===== src/rtl/map_render_sequencer_if.sv =====
// Signal bundle between the map render sequencer (master) and its surroundings:
// map RAM, square/circle drawers and the VGA adapter (slave side).
interface map_render_sequencer_if;
    logic       start;
    logic       busy;
    logic       frame_done;
    logic [4:0] map_x;
    logic [4:0] map_y;
    logic       map_rd;
    logic [3:0] map_type;
    logic       sq_en;
    logic       sq_done;
    logic [7:0] sq_vga_x;
    logic [6:0] sq_vga_y;
    logic       sq_vga_plot;
    logic       dot_en;
    logic       dot_done;
    logic [7:0] dot_vga_x;
    logic [6:0] dot_vga_y;
    logic       dot_vga_plot;
    logic [7:0] left_x;
    logic [6:0] top_y;
    logic [7:0] vga_x;
    logic [6:0] vga_y;
    logic       vga_plot;
    logic [2:0] vga_color;

    modport master (
        input  start, map_type,
        input  sq_done, sq_vga_x, sq_vga_y, sq_vga_plot,
        input  dot_done, dot_vga_x, dot_vga_y, dot_vga_plot,
        output busy, frame_done, map_x, map_y, map_rd,
        output sq_en, dot_en, left_x, top_y,
        output vga_x, vga_y, vga_plot, vga_color
    );

    modport slave (
        output start, map_type,
        output sq_done, sq_vga_x, sq_vga_y, sq_vga_plot,
        output dot_done, dot_vga_x, dot_vga_y, dot_vga_plot,
        input  busy, frame_done, map_x, map_y, map_rd,
        input  sq_en, dot_en, left_x, top_y,
        input  vga_x, vga_y, vga_plot, vga_color
    );
endinterface


===== src/rtl/map_render_sequencer.sv =====
// Walks the maze map once per start pulse, launches the square or circle drawer
// for every tile and multiplexes the active drawer's pixels onto the VGA port.
module map_render_sequencer #(
    parameter int GRID_W  = 21,
    parameter int GRID_H  = 21,
    parameter int TILE_PX = 5
) (
    input logic                    clock_50,
    input logic                    reset,
    map_render_sequencer_if.master bus
);
    typedef enum logic [2:0] {IDLE, FETCH, WAIT, DRAW, NEXT, FINISH} state_t;

    localparam logic [4:0] LAST_X = 5'(GRID_W - 1);
    localparam logic [4:0] LAST_Y = 5'(GRID_H - 1);
    localparam logic [7:0] STEP_X = 8'(TILE_PX);
    localparam logic [6:0] STEP_Y = 7'(TILE_PX);

    state_t     state;
    state_t     state_next;
    logic [3:0] tile_type;
    logic [4:0] map_x;
    logic [4:0] map_y;
    logic [7:0] left_x;
    logic [6:0] top_y;
    logic [2:0] vga_color;
    logic       sel_sq;
    logic       sel_dot;
    logic       last_tile;

    function automatic logic [2:0] tile_colour(input logic [3:0] t);
        case (t)
            4'd1:    tile_colour = 3'b001;
            4'd2:    tile_colour = 3'b111;
            default: tile_colour = 3'b000;
        endcase
    endfunction

    assign sel_sq    = (tile_type == 4'd0) || (tile_type == 4'd1);
    assign sel_dot   = (tile_type == 4'd2);
    assign last_tile = (map_x == LAST_X) && (map_y == LAST_Y);

    assign bus.map_x     = map_x;
    assign bus.map_y     = map_y;
    assign bus.left_x    = left_x;
    assign bus.top_y     = top_y;
    assign bus.vga_color = vga_color;

    // Origins are stepped by TILE_PX alongside the tile indices, which equals the truncated product.
    always_ff @(posedge clock_50) begin
        if (reset) begin
            state     <= IDLE;
            tile_type <= 4'd0;
            map_x     <= 5'd0;
            map_y     <= 5'd0;
            left_x    <= 8'd0;
            top_y     <= 7'd0;
            vga_color <= 3'b000;
        end else begin
            state <= state_next;
            case (state)
                IDLE: begin
                    if (bus.start) begin
                        map_x  <= 5'd0;
                        map_y  <= 5'd0;
                        left_x <= 8'd0;
                        top_y  <= 7'd0;
                    end
                end
                WAIT: begin
                    tile_type <= bus.map_type;
                    vga_color <= tile_colour(bus.map_type);
                end
                NEXT: begin
                    if (!last_tile) begin
                        if (map_x == LAST_X) begin
                            map_x  <= 5'd0;
                            left_x <= 8'd0;
                            map_y  <= map_y + 5'd1;
                            top_y  <= top_y + STEP_Y;
                        end else begin
                            map_x  <= map_x + 5'd1;
                            left_x <= left_x + STEP_X;
                        end
                    end
                end
                default: ;
            endcase
        end
    end

    // Next state plus decoded outputs; the pixel mux is transparent only while a drawer runs.
    always_comb begin
        state_next     = state;
        bus.busy       = (state != IDLE);
        bus.frame_done = 1'b0;
        bus.map_rd     = 1'b0;
        bus.sq_en      = 1'b0;
        bus.dot_en     = 1'b0;
        bus.vga_x      = 8'd0;
        bus.vga_y      = 7'd0;
        bus.vga_plot   = 1'b0;
        case (state)
            IDLE: begin
                if (bus.start) state_next = FETCH;
            end
            FETCH: begin
                bus.map_rd = 1'b1;
                state_next = WAIT;
            end
            WAIT: state_next = DRAW;
            DRAW: begin
                if (sel_sq) begin
                    bus.sq_en    = 1'b1;
                    bus.vga_x    = bus.sq_vga_x;
                    bus.vga_y    = bus.sq_vga_y;
                    bus.vga_plot = bus.sq_vga_plot;
                    if (bus.sq_done) state_next = NEXT;
                end else if (sel_dot) begin
                    bus.dot_en   = 1'b1;
                    bus.vga_x    = bus.dot_vga_x;
                    bus.vga_y    = bus.dot_vga_y;
                    bus.vga_plot = bus.dot_vga_plot;
                    if (bus.dot_done) state_next = NEXT;
                end else begin
                    state_next = NEXT;
                end
            end
            NEXT: state_next = last_tile ? FINISH : FETCH;
            FINISH: begin
                bus.frame_done = 1'b1;
                state_next     = IDLE;
            end
            default: state_next = IDLE;
        endcase
    end
endmodule


===== src/flat_wrapper.sv =====
// flat-port wrapper written by rule: the top's interface ports become plain ports
module map_render_sequencer_flat 
#(
    parameter int GRID_W  = 21,
    parameter int GRID_H  = 21,
    parameter int TILE_PX = 5
)
  (clock_50, reset, bus_start, bus_map_type, bus_sq_done, bus_sq_vga_x, bus_sq_vga_y, bus_sq_vga_plot, bus_dot_done, bus_dot_vga_x, bus_dot_vga_y, bus_dot_vga_plot, bus_busy, bus_frame_done, bus_map_x, bus_map_y, bus_map_rd, bus_sq_en, bus_dot_en, bus_left_x, bus_top_y, bus_vga_x, bus_vga_y, bus_vga_plot, bus_vga_color);
  map_render_sequencer_if bus_i ();
  input logic clock_50;
  input logic reset;
  input wire logic [$bits(bus_i.start)-1:0] bus_start;
  input wire logic [$bits(bus_i.map_type)-1:0] bus_map_type;
  input wire logic [$bits(bus_i.sq_done)-1:0] bus_sq_done;
  input wire logic [$bits(bus_i.sq_vga_x)-1:0] bus_sq_vga_x;
  input wire logic [$bits(bus_i.sq_vga_y)-1:0] bus_sq_vga_y;
  input wire logic [$bits(bus_i.sq_vga_plot)-1:0] bus_sq_vga_plot;
  input wire logic [$bits(bus_i.dot_done)-1:0] bus_dot_done;
  input wire logic [$bits(bus_i.dot_vga_x)-1:0] bus_dot_vga_x;
  input wire logic [$bits(bus_i.dot_vga_y)-1:0] bus_dot_vga_y;
  input wire logic [$bits(bus_i.dot_vga_plot)-1:0] bus_dot_vga_plot;
  output wire logic [$bits(bus_i.busy)-1:0] bus_busy;
  output wire logic [$bits(bus_i.frame_done)-1:0] bus_frame_done;
  output wire logic [$bits(bus_i.map_x)-1:0] bus_map_x;
  output wire logic [$bits(bus_i.map_y)-1:0] bus_map_y;
  output wire logic [$bits(bus_i.map_rd)-1:0] bus_map_rd;
  output wire logic [$bits(bus_i.sq_en)-1:0] bus_sq_en;
  output wire logic [$bits(bus_i.dot_en)-1:0] bus_dot_en;
  output wire logic [$bits(bus_i.left_x)-1:0] bus_left_x;
  output wire logic [$bits(bus_i.top_y)-1:0] bus_top_y;
  output wire logic [$bits(bus_i.vga_x)-1:0] bus_vga_x;
  output wire logic [$bits(bus_i.vga_y)-1:0] bus_vga_y;
  output wire logic [$bits(bus_i.vga_plot)-1:0] bus_vga_plot;
  output wire logic [$bits(bus_i.vga_color)-1:0] bus_vga_color;
  assign bus_i.start = bus_start;
  assign bus_i.map_type = bus_map_type;
  assign bus_i.sq_done = bus_sq_done;
  assign bus_i.sq_vga_x = bus_sq_vga_x;
  assign bus_i.sq_vga_y = bus_sq_vga_y;
  assign bus_i.sq_vga_plot = bus_sq_vga_plot;
  assign bus_i.dot_done = bus_dot_done;
  assign bus_i.dot_vga_x = bus_dot_vga_x;
  assign bus_i.dot_vga_y = bus_dot_vga_y;
  assign bus_i.dot_vga_plot = bus_dot_vga_plot;
  assign bus_busy = bus_i.busy;
  assign bus_frame_done = bus_i.frame_done;
  assign bus_map_x = bus_i.map_x;
  assign bus_map_y = bus_i.map_y;
  assign bus_map_rd = bus_i.map_rd;
  assign bus_sq_en = bus_i.sq_en;
  assign bus_dot_en = bus_i.dot_en;
  assign bus_left_x = bus_i.left_x;
  assign bus_top_y = bus_i.top_y;
  assign bus_vga_x = bus_i.vga_x;
  assign bus_vga_y = bus_i.vga_y;
  assign bus_vga_plot = bus_i.vga_plot;
  assign bus_vga_color = bus_i.vga_color;
  map_render_sequencer #(.GRID_W(GRID_W), .GRID_H(GRID_H), .TILE_PX(TILE_PX)) u_core (.clock_50(clock_50), .reset(reset), .bus(bus_i));
endmodule

===== config.mk =====
export PLATFORM = sky130hd
export DESIGN_NAME = map_render_sequencer_flat
export DESIGN_NICKNAME = d
export VERILOG_FILES = /design/src/rtl/map_render_sequencer_if.sv /design/src/rtl/map_render_sequencer.sv /design/src/flat_wrapper.sv
export SDC_FILE = /design/constraint.sdc
export NUM_CORES = 1
export LEC_CHECK = 0
export CORE_UTILIZATION = 44
export CTS_CLUSTER_DIAMETER = 80
export CTS_CLUSTER_SIZE = 28
export DETAILED_ROUTE_END_ITERATION = 12
export GPL_TIMING_DRIVEN = 0
export PLACE_DENSITY = 0.86
export SKIP_CTS_REPAIR_TIMING = 1
export SLEW_MARGIN = 10
export SYNTH_ARGS = -nofsm -noshare
export SYNTH_HDL_FRONTEND = slang
export SYNTH_SLANG_ARGS = --single-unit

===== constraint.sdc =====
create_clock -name clock_50 -period 4.9 [get_ports clock_50]
set_clock_uncertainty 0.15 [all_clocks]
set_input_delay 0.98 -clock clock_50 [delete_from_list [all_inputs] [get_ports clock_50]]
set_output_delay 0.98 -clock clock_50 [all_outputs]
set_load 0.02 [all_outputs]

Word level (Yosys, flattened, before mapping)
Cells that the tools add are included.

Add/sub/neg operators: 4. Eq/ne operators: 16. Mux-type cells: 39. Reductions and logical operators: 9.

Operator list (number): $mux W8 (6); $mux W7 (6); $mux W5 (5); $pmux W5 S2 (2); $mux W3 (6); $pmux W8 S2 (1); $pmux W3 S5 (1); $pmux W7 S2 (1); $add A5 B1 Y5 const B (2); $eq A5 B5 Y1 const B (2); $mux W1 (10); $add A8 B3 Y8 const B (1); $eq A4 B1 Y1 const B (2); $eq A4 B2 Y1 const B (2); $add A7 B3 Y7 const B (1); $eq A3 B2 Y1 const B (2); $eq A3 B3 Y1 const B (2); $pmux W3 S2 (1); $reduce_and A3 Y1 (2); $logic_not A4 Y1 (1); $ne A2 B2 Y1 const B (2); $ne A4 B3 Y1 const B (1); $reduce_and A4 Y1 (1); $eq A3 B1 Y1 const B (1); 7 further kinds (7).

Flip-flop bits (word level): 35. Input bits: 41. Output and inout port bits: 49. Logic and storage cells: 75.

Logic depth before layout (Yosys ltp)
Depth in word-level cells: 4. Mapped depth: 8. Depth with buffers taken out: 6.

Worst setup path before layout
Ideal clock, no wire load.

Kind: register to output. Start point: register u_core.state[0]. End point: output bus_vga_x[4]. Arrival: 1981 ps. Required time: 3770 ps. Setup slack: 1789 ps. Stages on the path, launching flop included: 7. Path buffers: 2. Cell sequence: dfxtp_1 -> buf_2 -> nand3b_1 -> or3_1 -> nor2_1 -> clkbuf_1 -> a22o_1.

Cells in the longest elaborated chain, start to end: 2.

Ends and longest elaborated chain: start, declared (line map_render_sequencer.sv:19) `state_t state;`; start signal, assigned (line map_render_sequencer.sv:60) `state <= state_next;`; $eq A3 B2 Y1 (line map_render_sequencer.sv:103) `case (state)`; $mux W8 (line map_render_sequencer.sv:103); end, declared (line flat_wrapper.sv:31) `output wire logic [$bits(bus_i.vga_x)-1:0] bus_vga_x;`.

No other way between the ends.

Final worst setup path
Start point: register u_core.state[0]. End point: output bus_vga_y[2].

Cells in the longest elaborated chain, start to end: 2.

Ends and longest elaborated chain: $eq A3 B2 Y1 (line map_render_sequencer.sv:103); $mux W7 (line map_render_sequencer.sv:103); end, declared (line flat_wrapper.sv:32) `output wire logic [$bits(bus_i.vga_y)-1:0] bus_vga_y;`.

No other way between the ends.

==> summary.txt <==
Status
  • Status: completed

Route
  • Drt wl/cell: 14.9 um
  • Antenna-violating nets left: 0
  • Post-Route WL: 5.51 mm
  • Vias per Instance: 5.66
  • Vias post-DR: 2,088
  • Drt initial violations: 116
  • DRT Pass-1 Iters: 4
  • DRC viols: 0

Pwr
  • P per Cell Area: 218 nW/um^2
  • Sw Pwr: 171 uW
  • Int Pwr: 462 uW
  • Clock network power share: 0.339
  • Switching portion of total power: 0.271
  • Flop pwr share: 0.451
  • Pleak: 0.00102 uW
  • Pwr Total: 634 uW
  • Peak supply drop: 169 uV
  • Logic gate share of total power: 0.210

CTS
  • CTS tree: built
  • Clock buffer depth: 2
  • Sink Count: 34
  • H-tree Lvls: 2
  • CTS Root Cell: clkbuf_8
  • CTS Buf Count: 5
  • Reg clk slew, reported paths: 0.07 ns
  • Later-pin clock latency in the skew report: 0.29 ns

Global route
  • Congestion Overflow GR: 0
  • Antenna violations before repair: 0
  • Pin count of the biggest net entering global routing: 11
  • Vias in the first global route: 1,834
  • Overall routing resource usage: 0.242
  • First-pass GRT wire length: 8.37 mm

Worst setup path
  • Crit end category: primary output
  • Max FO, Critical Path: 10
  • Setup CP Type: register to primary output
  • CP arrival: 3.02 ns
  • Top cell family by delay on the critical path: buffers and inverters
  • CP startpoint kind: register
  • Critical-path cell list: buf_2 -> nand3b_1 -> or3_1 -> nor2_1 -> clkbuf_1 -> a22o_1 -> clkdlybuf4s50_1
  • Largest stage delay, worst path: 0.61 ns
  • Req. time, crit path: 3.77 ns
  • Slowest-stage cell, CP: clkdlybuf4s50_1
  • Buf/Inv on CP: 3

Timing
  • Final min period: 4.15 ns
  • Pins Over Slew Limit: 0
  • Slew headroom: 0.582
  • Least-Margin Pin Slew: 0.624 ns
  • Final hold violations: 0
  • Post-route clock period utilization: 0.847
  • Unrepaired setup endpoints after global routing: no
  • Max Fclk: 241 MHz
  • Setup TNS after final layout: 0 ns
  • Setup Viol. Count Final: 0

Synthesis
  • Syn Std Cell Area: 1870 um^2
  • Yosys top cell area share: 0.364
  • Syn Nets: 270
  • Leading post-synthesis cells by cell area: dfxtp_1, a22o_1, a21oi_1, nor2_1, mux2i_1
  • Synth Warn #: 0
  • Post-synthesis sequential area ratio: 0.364
  • #FFs+latches synth: 34
  • Post-Syn Area per Cell: 8.39 um^2
  • Synth area leader: dfxtp_1
  • Netlist cell types: 43
  • Syn Inst Count: 223

Cells and area
  • Nets@finish: 365
  • Commonest non-fill, non-tap cells in the layout: clkdlybuf4s50_1, dfxtp_1, nor2_1
  • # diodes: 0
  • Share of cells above drive strength 1: 0.0470
  • Most common cell after layout, fill and taps aside: clkdlybuf4s50_1
  • Area delta synth->final: 55.3%
  • FILL cells: 350

Run
  • Maxcap violations: 0

Placement
  • Port bufs: 88
  • Post-DP HPWL: 4.11 mm
  • RePlAce Congestion: 0.810

Die
  • IO Count: 90
  • Initial core utilization: 0.464
  • Core Rows: 23
  • Core area: 4030 um^2
  • Die footprint: 4520 um^2
  • DIE HEIGHT: 67.2 um
  • Die Width: 67.2 um

Hold path
  • HP Class: register to register
worst register-to-register path: cells and delay by family, from the launching register on:
| kind | cells | cell delay (ns) |
|---|---|---|
| AO/OA/AOI/OAI | 2 | 0.61 |
| buffers and inverters | 2 | 0.26 |
| AND/OR/NAND/NOR | 2 | 0.70 |
| flip-flops | 1 | 0.44 |
| adder cells (fa/ha/maj) | 1 | 0.20 |
cell usage after synthesis, drive strengths merged:
| cell type | n |
|---|---|
| nor3b | 2 |
| nor4 | 3 |
| nand4 | 1 |
| nor2 | 22 |
| a31oi | 3 |
| nand4b | 1 |
| buf | 5 |
| and4b | 2 |
| or4b | 1 |
| o22ai | 1 |
| or3b | 1 |
| o211ai | 6 |
| and2 | 2 |
| xnor2 | 2 |
| nand3b | 2 |
| dfxtp | 34 |
| inv | 7 |
| and3b | 2 |
| a21o | 2 |
| nor3 | 8 |
| a21oi | 21 |
| or4 | 2 |
| or2 | 1 |
| nor4b | 1 |
| a311o | 1 |
| mux2i | 8 |
| nand2b | 1 |
| nand3 | 6 |
| o21ai | 12 |
| ha | 6 |
| o21a | 2 |
| nand2 | 7 |
| o2111ai | 1 |
| or3 | 13 |
| a22oi | 2 |
| a22o | 16 |
| o31ai | 2 |
| clkbuf | 11 |
| a211oi | 3 |
through the flow:
stage / util / instance area (um^2) / hold slack [ns] / setup slack [ns] / instances
finish: 0.721 / 2910 / 0.317 / 0.748 / 369
global route: 0.721 / 2910 / 0.359 / 0.551 / 369
CTS: 0.721 / 2910 / 0.324 / 0.770 / 369
detailed placement: 0.698 / 2810 / 0.313 / 1.10 / 361
global placement: 0.698 / 2810 / 0.309 / 1.14 / 361
floorplan: - / 1870 / 0.301 / 1.79 / 223
flip-flops by register name, indices dropped and copies added (netlist names):
register and cells:
u_core.state 3, u_core.bus.map_y 5, u_core.bus.vga_color 2, u_core.tile_type 4
u_core.bus.map_x 5, u_core.bus.left_x 8, u_core.bus.top_y 7
final cells by class:
cell class | count | area [um^2] | share of cell area
multi-input cells | 166 | 1090 | 0.375
repair buffers | 88 | 881 | 0.303
flip-flops and latches | 34 | 681 | 0.234
clock buffers | 7 | 86.3 | 0.0297
plain buffers | 16 | 75.1 | 0.0258
well taps | 50 | 62.6 | 0.0215
inverters | 7 | 26.3 | 0.00904
clock inverters | 1 | 5.00 | 0.00172
cells by family (layout without fill, tap and decap cells):
family / Yosys count / after routing / synth area share
AO/OA/AOI/OAI: 72 / 72 / 0.255
XOR/XNOR: 2 / 2 / 0.00937
adder cells (fa/ha/maj): 6 / 6 / 0.0401
buffers and inverters: 23 / 119 / 0.0542
flip-flops: 34 / 34 / 0.364
multiplexers: 8 / 8 / 0.0428
AND/OR/NAND/NOR: 78 / 78 / 0.235
routing by layer:
layer,GRT usage,vias to the layer above,routed length [um]
met2,0.410,58,2850
met3,0.0473,7,250
met5,0,-,0
met4,0.0745,0,60
met1,0.308,999,2350
li1,-,1024,-
power by group through the flow:
stage	Combinational [uW]	Clock, uW	Sequential (uW)
2_1_floorplan	64.5	0	292
3_3_place_gp	129	0	292
3_5_place_dp	131	0	292
4_1_cts	133	214	286
5_1_grt	141	229	287
6_report	133	215	286
final timing paths:
path | endpoint | start | slack, ns | cells past startpoint
min | u_core.bus.top_y[6] | u_core.bus.top_y[6] | 0.32 | 1
max | bus_vga_y[2] | u_core.state[0] | 0.75 | 7
max reg2reg | u_core.bus.left_x[7] | u_core.bus.map_y[0] | 2.46 | 7
min reg2reg | u_core.bus.top_y[6] | u_core.bus.top_y[6] | 0.32 | 1
Note: power is estimated with default switching activity, not from simulation.
